File: src/rtl/key_bounce_gen_pkg.sv
// Shared types and timing constants for the emulated key source and the debounce filter it feeds.
// Defaults assume a 50 MHz system clock.
package key_bounce_gen_pkg;

  typedef enum logic [1:0] {
    IDLE     = 2'd0,
    P_BOUNCE = 2'd1,
    HOLD     = 2'd2,
    R_BOUNCE = 2'd3
  } kb_state_t;

  // Fibonacci feedback taps for x^16+x^14+x^13+x^11+1 (stages 16,14,13,11 -> bits 15,13,12,10).
  localparam logic [15:0] LFSR_TAPS     = 16'hB400;
  localparam logic [15:0] LFSR_SEED_DEF = 16'hACE1;

  localparam logic [19:0] BOUNCE_MAX_DEF    = 20'd249_999;   // 5 ms
  localparam logic [23:0] HOLD_MAX_DEF      = 24'd4_999_999; // 100 ms
  localparam logic [19:0] DEBOUNCE_20MS_MAX = 20'd999_999;   // debounce filter window
  localparam int unsigned SEG_W_DEF         = 8;

  function automatic logic [15:0] lfsr_next(input logic [15:0] cur);
    return {cur[14:0], ^(cur & LFSR_TAPS)};
  endfunction

endpackage

File: src/rtl/key_bounce_gen_lfsr16.sv
// Free-running 16-bit Fibonacci LFSR supplying the random bounce segment lengths.
module lfsr16
  import key_bounce_gen_pkg::*;
#(
  parameter logic [15:0] SEED = LFSR_SEED_DEF
) (
  input  logic        sys_clk,
  input  logic        sys_rst_n,
  output logic [15:0] state
);

  always_ff @(posedge sys_clk or negedge sys_rst_n) begin
    if (!sys_rst_n) state <= SEED;
    else            state <= lfsr_next(state);
  end

endmodule

File: src/rtl/key_bounce_gen.sv
// Emulated mechanical key: one press_req yields a bouncy fall, a stable low hold and a bouncy rise.
// Bounce segment lengths come from a free-running LFSR, so a fixed seed gives a repeatable waveform.
module key_bounce_gen
  import key_bounce_gen_pkg::*;
#(
  parameter logic [19:0] BOUNCE_MAX = BOUNCE_MAX_DEF,
  parameter logic [23:0] HOLD_MAX   = HOLD_MAX_DEF,
  parameter int unsigned SEG_W      = SEG_W_DEF,
  parameter logic [15:0] LFSR_SEED  = LFSR_SEED_DEF
) (
  input  logic sys_clk,
  input  logic sys_rst_n,
  input  logic press_req,
  output logic key_out,
  output logic busy,
  output logic done
);

  if (LFSR_SEED == 16'h0000) begin : g_seed_check
    $error("LFSR_SEED must be non-zero");
  end
  if (SEG_W < 1 || SEG_W > 15) begin : g_seg_check
    $error("SEG_W must be in 1..15");
  end

  localparam logic [SEG_W-1:0] SEG_ONE = SEG_W'(1);

  kb_state_t        state, state_nxt;
  logic [23:0]      cnt, cnt_nxt;
  logic [SEG_W-1:0] seg_cnt, seg_nxt;
  logic             key_nxt, busy_nxt, done_nxt;
  logic [15:0]      lfsr;
  logic [SEG_W-1:0] seg_load;
  logic             bounce_end, hold_end;
  logic             unused_lfsr_bits;

  lfsr16 #(.SEED(LFSR_SEED)) u_lfsr (
    .sys_clk   (sys_clk),
    .sys_rst_n (sys_rst_n),
    .state     (lfsr)
  );

  assign seg_load         = lfsr[SEG_W-1:0];
  assign unused_lfsr_bits = ^lfsr[15:SEG_W];
  assign bounce_end       = (cnt == {4'd0, BOUNCE_MAX});
  assign hold_end         = (cnt == HOLD_MAX);

  always_ff @(posedge sys_clk or negedge sys_rst_n) begin
    if (!sys_rst_n) begin
      state   <= IDLE;
      cnt     <= '0;
      seg_cnt <= '0;
      key_out <= 1'b1;
      busy    <= 1'b0;
      done    <= 1'b0;
    end else begin
      state   <= state_nxt;
      cnt     <= cnt_nxt;
      seg_cnt <= seg_nxt;
      key_out <= key_nxt;
      busy    <= busy_nxt;
      done    <= done_nxt;
    end
  end

  always_comb begin
    state_nxt = state;
    case (state)
      IDLE:     if (press_req)  state_nxt = P_BOUNCE;
      P_BOUNCE: if (bounce_end) state_nxt = HOLD;
      HOLD:     if (hold_end)   state_nxt = R_BOUNCE;
      R_BOUNCE: if (bounce_end) state_nxt = IDLE;
    endcase
  end

  // The last clock of a bounce window never toggles; it forces the settled level instead.
  always_comb begin
    cnt_nxt  = cnt;
    seg_nxt  = seg_cnt;
    key_nxt  = key_out;
    busy_nxt = busy;
    done_nxt = 1'b0;
    case (state)
      IDLE: begin
        key_nxt  = 1'b1;
        busy_nxt = 1'b0;
        if (press_req) begin
          key_nxt  = 1'b0;
          busy_nxt = 1'b1;
          cnt_nxt  = '0;
          seg_nxt  = seg_load;
        end
      end
      P_BOUNCE, R_BOUNCE: begin
        cnt_nxt = cnt + 24'd1;
        if (seg_cnt == '0 && !bounce_end) begin
          key_nxt = ~key_out;
          seg_nxt = seg_load;
        end else begin
          seg_nxt = seg_cnt - SEG_ONE;
        end
        if (bounce_end) begin
          cnt_nxt = '0;
          if (state == P_BOUNCE) begin
            key_nxt = 1'b0;
          end else begin
            key_nxt  = 1'b1;
            busy_nxt = 1'b0;
            done_nxt = 1'b1;
          end
        end
      end
      HOLD: begin
        key_nxt = 1'b0;
        cnt_nxt = cnt + 24'd1;
        if (hold_end) begin
          key_nxt = 1'b1;
          cnt_nxt = '0;
          seg_nxt = seg_load;
        end
      end
    endcase
  end

endmodule
File: config.mk
export PLATFORM = sky130hd
export DESIGN_NAME = key_bounce_gen
export DESIGN_NICKNAME = d
export VERILOG_FILES = /design/src/rtl/key_bounce_gen_pkg.sv /design/src/rtl/key_bounce_gen_lfsr16.sv /design/src/rtl/key_bounce_gen.sv
export SDC_FILE = /design/constraint.sdc
export NUM_CORES = 1
export LEC_CHECK = 0
export BUFFER_PORTS_ARGS = -buffer_cell sky130_fd_sc_hd__buf_2
export CAP_MARGIN = 20
export CORE_ASPECT_RATIO = 0.7
export CORE_MARGIN = 2
export CORE_UTILIZATION = 50
export CTS_CLUSTER_DIAMETER = 50
export CTS_CLUSTER_SIZE = 12
export DETAILED_ROUTE_END_ITERATION = 10
export PLACE_DENSITY = 0.66
export SETUP_SLACK_MARGIN = 0.2
export SYNTH_ARGS = -nofsm -noshare
export SYNTH_HDL_FRONTEND = slang
export SYNTH_SLANG_ARGS = --single-unit
File: constraint.sdc
create_clock -name sys_clk -period 2.9 [get_ports sys_clk]
set_clock_uncertainty 0.15 [all_clocks]
set_input_delay 0.29 -clock sys_clk [delete_from_list [all_inputs] [get_ports sys_clk]]
set_output_delay 0.29 -clock sys_clk [all_outputs]
set_load 0.05 [all_outputs]
==> results.md, run 1 <==
- Final Cell Area: 3240 µm²
- Pwr Density: 494 nW/µm²
- Worst path max stage delay: 610 ps
- Count leader, synth: dfrtp_1
- Syn Area/Cell: 10.3 µm²
- Crit-path cells: nor4b_2, nand4_1, o41ai_4, buf_4, nand2_4, a211o_1
- PostCTS Resize Cnt: 0
- Min-delay worst type: primary input to register
- I/O Pins: 6
- WS Path Type: register to register
- Register share of total power: 54.3%
- Die width: 96.3 µm
- GPL Wtd Cong: 0.903
- DRT Pass-1 Iters: 4
- Number of post-CTS setup repair buffers: 0
- Mapped cell area: 2980 µm²
- Multi-input logic area: 1520 µm²
- Fillers: 503
- Final TNS setup: 0 ps
- Layout cells sized above 1: 17.4%
- Final Critical Period: 2540 ps
- Port bufs: 5
- Vias: 2330
- Ant diodes: 0
- Initial core utilization: 51.8%
- Detailed Place HPWL: 4720 µm
- CTS tree: done
- CP Launch Type: register
- Synth Net Count: 301
- Max Cap Viol: 0
- Routed Antenna Nets: 0
- Number of enable flip-flop cells after synthesis: 0
- Later-pin clock latency in the skew report: 310 ps
- Critical Path Sink Type: register
- DRC errors left: 0
- Die area: 6610 µm²
- Area contributors post-synth: dfrtp_1, dfstp_2, ha_1
- Status: complete, no violations
- Total number of H-tree levels: 2
- Drt via density: 6.23
- Clock power frac: 33.3%
- Slowest CP cell: o41ai_4
- WL final: 6710 µm
- Register area: 1340 µm²
- Synth warn: 0
- Maximum vdd drop: 0.388 mV
- Largest net degree at the start of global routing: 32
- Antenna violations before repair: 0
- Achievable Freq: 0.393 GHz
- Clock slew at reported path FFs: 100 ps
- Sw Ratio: 26.5%
- Unique masters post-synth: 64
- Slew Limit Fails: 0
- Post-synth top flop: dfrtp_1
- CTS sink cnt: 53
- Post-synth top area cell: dfrtp_1
- Row cnt: 23
- Core area: 5760 µm²
- P_leak: 1.41 nW
- DRT iter0 DRCs: 170
- Grt ovf: 0
- Vias in the first global route: 2213
- Slew margin rel.: 61.6%
- RSZ-0062 raised after global routing: false
- Worst slew pin tran: 574 ps
- Die H: 68.6 µm
- Max Root-Sink Buffers: 2
- Number of synthesized register bits: 53
- Layout net count: 309
- Post-synth top cells: dfrtp_1, nand2_1, a211oi_1, nor2_1, inv_1
- Post-synthesis sequential area ratio: 44.8%
- CP required: 2950 ps
- Gate power share: 12.4%
- Worst hold margin: 104 ps
- Hold Vio Cnt, Final: 0
- First-pass GRT wire length: 11400 µm
- Yosys top cell area share: 36.9%
- Placed cell area: 3110 µm²
- Maximum fanout along the worst path: 10
- Wire length per cell: 17.9 µm
- Layout area overhead: 8.55%
- Num CTS Buffers: 5
- Final setup viols: 0
- Aggregate global-route resource usage: 23.0%
- Psw: 424 µW
- Internal: 1.18 mW
- Post-Syn Instances: 290
- Final period util: 87.7%
- Post-synth ARST share: 100%
- WP data arrival: 2590 ps
- Clock tree root buffer cell: clkbuf_8
[power groups by stage]
stage	logic, mW	registers [mW]	clock network [mW]
6_report	0.199	0.869	0.532
5_1_grt	0.226	0.877	0.577
4_1_cts	0.201	0.865	0.543
3_5_place_dp	0.198	0.878	0
3_3_place_gp	0.196	0.879	0
2_1_floorplan	0.135	0.873	0
[registers in the layout, summed over array words and instances (netlist names)]
name / cells
state: 2
seg_cnt: 8
done: 1
u_lfsr.state: 16
key_out: 1
busy: 1
cnt: 24
[worst max-delay path: cells and delay by family, from the launching register on]
kind            cells  cell delay, ps
simple gates        3             590
compound gates      2             900
flops               1             490
buf+inv             1             300
[routing by layer]
layer / up-vias / global-route usage (%) / wire [µm]
met5: - / 0 / 0
met4: 0 / 6.87 / 80
met3: 9 / 3.91 / 462
met2: 74 / 29.9 / 2600
met1: 1118 / 37.8 / 3570
li1: 1129 / - / -
[layout by cell type (no fill, tap or decap), types with 4 or more instances in the layout]
cell type,instances
buf_2,5
a22o_1,6
a2bb2oi_1,5
and2_1,7
and3_1,4
o21ai_0,8
xnor2_1,4
a211o_1,5
or3_1,6
o221ai_1,4
nor2_1,11
nor4_1,9
a21o_1,5
a211oi_1,12
nand4_1,10
dfrtp_1,44
buf_4,9
ha_1,8
mux2i_1,6
inv_1,11
a221oi_1,6
dfstp_2,9
nor3_1,4
nand3_1,10
nand2_1,22
clkbuf_8,6
xor2_1,4
o31ai_1,6
[cell families (layout without fill, tap and decap cells)]
group           after synthesis  count (layout)  synth area share (%)
xor+xnor                      8               8                  2.35
compound gates               77              77                  20.7
buf+inv                      27              36                  4.32
flops                        53              53                  44.8
mux                           8               8                  2.77
fa+ha+maj                     8               8                  3.35
simple gates                109             109                  21.7
[path summary, 6_finish.rpt]
kind                                         to  slack, ps  cells after the start            start
worst max-delay path                 seg_cnt[0]        360                      6          cnt[12]
worst min-delay path                       busy        100                      3        press_req
worst max register to register       seg_cnt[0]        360                      6          cnt[12]
worst min register to register  u_lfsr.state[9]        210                      0  u_lfsr.state[8]
max in group asynchronous       u_lfsr.state[7]       1620                      3        sys_rst_n
min in group asynchronous               cnt[14]        340                      2        sys_rst_n
[stage by stage]
| stage | util, % | instances | setup slack [ps] | total power [mW] |
|---|---|---|---|---|
| 3_5_place_dp | 54.0 | 365 | 358 | 1.08 |
| 2_1_floorplan | - | 290 | 620 | 1.01 |
| 3_3_place_gp | 54.0 | 365 | 420 | 1.07 |
| 4_1_cts | 56.3 | 374 | 343 | 1.61 |
| 5_1_grt | 56.3 | 374 | 211 | 1.68 |
| 6_report | 56.3 | 374 | 358 | 1.60 |
[layout make-up]
| class | instances | area share [%] |
|---|---|---|
| clock buffer | 6 | 2.55 |
| clock inverter | 2 | 1.16 |
| inverter | 12 | 1.39 |
| multi-input combinational | 210 | 46.9 |
| sequential | 53 | 41.3 |
| tap | 75 | 2.90 |
| timing repair buffer | 16 | 3.79 |
[timing repair]
action	4_1_cts	5_1_grt
endpoints found under the setup margin	0	8
endpoints found under the hold margin	21	0
hold buffers	1	0
(Power assumes the default switching activity.)
==> run 2: changes to the inputs <==
--- a/config.mk
+++ b/config.mk
@@ -9,11 +9,12 @@
 export CAP_MARGIN = 20
 export CORE_ASPECT_RATIO = 0.7
 export CORE_MARGIN = 2
-export CORE_UTILIZATION = 50
+export CORE_UTILIZATION = 62
 export CTS_CLUSTER_DIAMETER = 50
 export CTS_CLUSTER_SIZE = 12
 export DETAILED_ROUTE_END_ITERATION = 10
-export PLACE_DENSITY = 0.66
+export GPL_TIMING_DRIVEN = 0
+export PLACE_DENSITY = 0.79
 export SETUP_SLACK_MARGIN = 0.2
 export SYNTH_ARGS = -nofsm -noshare
 export SYNTH_HDL_FRONTEND = slang
==> run 2 against run 1 <==
Sequential power is essentially flat. Design area grew 1.9%. Clock power grew 14%. Sequential cell count is the same. Cell count shrank 1.9%. Register-to-register slack is essentially flat. Setup slack gained 4.1 ps. Global-route usage grew 4.9 points. Total power grew 4.5%. Utilization grew 14 points. Largest cell class unchanged.
==> results.md, run 2 (same netlist as run 1, synthesis figures left out) <==
- Setup ws final: 362 ps
- Num CTS Buffers: 5
- WP data arrival: 2590 ps
- P_leak: 1.46 nW
- Fillers: 351
- Die area: 5390 µm²
- Detailed Place HPWL: 5060 µm
- DRT iter0 DRCs: 196
- Most common cell after layout, fill and taps aside: dfrtp_1
- Total number of H-tree levels: 2
- Layout cells sized above 1: 20.0%
- Layout net count: 320
- DRC errors left: 0
- First-pass GRT wire length: 11300 µm
- Vias: 2542
- Maximum fanout along the worst path: 10
- RSZ-0062 raised after global routing: false
- Routed Antenna Nets: 0
- Hold Vio Cnt, Final: 0
- Pre-CTS setup slack: -213 ps
- WS Path Type: register to register
- Final Critical Period: 2540 ps
- Max Root-Sink Buffers: 2
- Final period util: 87.5%
- Most frequent cells in the layout: dfrtp_1, nand2_1, a211oi_1
- Critical Path Sink Type: register
- Later-pin clock latency in the skew report: 310 ps
- Core area: 4700 µm²
- Max Cap Viol: 0
- DRT Pass-1 Iters: 5
- Slew margin rel.: 59.8%
- Row cnt: 21
- Maximum vdd drop: 0.315 mV
- Final setup viols: 0
- Largest net degree at the start of global routing: 29
- Drt via density: 6.93
- CP Launch Type: register
- Antenna violations before repair: 0
- Max reg flops: 24
- Worst Hold Depth: 3
- Clock tree root buffer cell: clkbuf_8
- Pwr Density: 507 nW/µm²
- Ant diodes: 0
- Final TNS setup: 0 ps
- CP required: 2950 ps
- Worst r2r path cells: 7
- CTS sink cnt: 53
- Largest reg by FF count: cnt
- Aggregate global-route resource usage: 27.8%
- GPL Wtd Cong: 0.885
- Slew Limit Fails: 0
- CTS tree: done
- Initial core utilization: 63.4%
- Die width: 86.9 µm
- Clock slew at reported path FFs: 100 ps
- Min-delay worst type: primary input to register
- Port bufs: 5
- I/O Pins: 6
- Status: complete, no violations
- Die H: 62.0 µm
- Vias in the first global route: 2246
- Achievable Freq: 0.394 GHz
- WL final: 7230 µm
- Top Registers: cnt: 24 flops, u_lfsr.state: 16 flops, seg_cnt: 8 flops
- Wire length per cell: 19.7 µm
- Worst slew pin tran: 603 ps
- Grt ovf: 0
- Layout area overhead: 10.6%
[run 2: cell count changes in the layout (fill, tap and decap cells not counted), moves of 2 or more]
cell | previous run | this run
clkbuf_1 | 0 | 4
buf_6 | 0 | 2
o21ai_1 | 2 | 0
buf_4 | 9 | 7
clkbuf_2 | 0 | 2
o21ai_2 | 0 | 2
buf_2 | 5 | 10
[run 2: layout make-up]
type / instances / area [µm²] / area share, %
inverters: 12 / 46.3 / 1.40
flip-flops and latches: 53 / 1340 / 40.5
well taps: 57 / 71.3 / 2.16
plain buffers: 15 / 87.6 / 2.65
clock buffers: 5 / 68.8 / 2.08
multi-input cells: 210 / 1530 / 46.3
clock inverters: 3 / 68.8 / 2.08
repair buffers: 12 / 92.6 / 2.81
[run 2: per-stage QoR]
stage / std cells / power [mW] / utilization (%) / area, µm² / hold WS, ps
after floorplan: 290 / 1.01 / - / 2980 / -156
after global placement: 352 / 1.06 / 65.5 / 3080 / 184
after detailed placement: 353 / 1.08 / 65.9 / 3100 / 183
after CTS: 362 / 1.68 / 69.2 / 3250 / 104
after global routing: 367 / 1.74 / 70.2 / 3300 / 110
final: 367 / 1.67 / 70.2 / 3300 / 106
[run 2: final timing paths]
check / start / to / slack, ps
worst max-delay path: cnt[4] / cnt[10] / 360
worst min-delay path: press_req / busy / 110
worst max register to register: cnt[4] / cnt[10] / 360
worst min register to register: u_lfsr.state[14] / u_lfsr.state[15] / 220
max in group asynchronous: sys_rst_n / key_out / 1620
min in group asynchronous: sys_rst_n / cnt[1] / 360
[run 2: power breakdown]
part           switching, mW  internal [mW]  leakage, nW
Clock                  0.259          0.348       0.0687
Sequential            0.0651          0.802        0.631
Combinational          0.106         0.0936        0.764
[run 2: layer usage]
layer,GRT usage (%),wire [µm],vias to the layer above,part of all wire (%)
met3,6.61,554,7,7.7
met1,41.6,3430,1274,47
met2,40.1,3170,114,44
met4,8.71,65,0,0.90
li1,-,-,1147,-
met5,0,0,-,0
[run 2: repair_timing]
| action | 4_1_cts | 5_1_grt |
|---|---|---|
| hold endpoints to repair | 19 | 0 |
| resized for setup | 4 | 4 |
| setup endpoints to repair | 23 | 23 |
| pin swaps | 0 | 2 |
| setup buffers | 0 | 5 |
| gates cloned | 0 | 0 |
| hold buffers | 1 | 0 |
[run 2: worst max-delay path, stage by stage, from the launching register on]
cell	delay [ps]
dfrtp_1	390
buf_2	180
nor4_1	380
nand4_1	290
o21ai_2	410
buf_4	270
a211oi_1	100
a211o_1	260
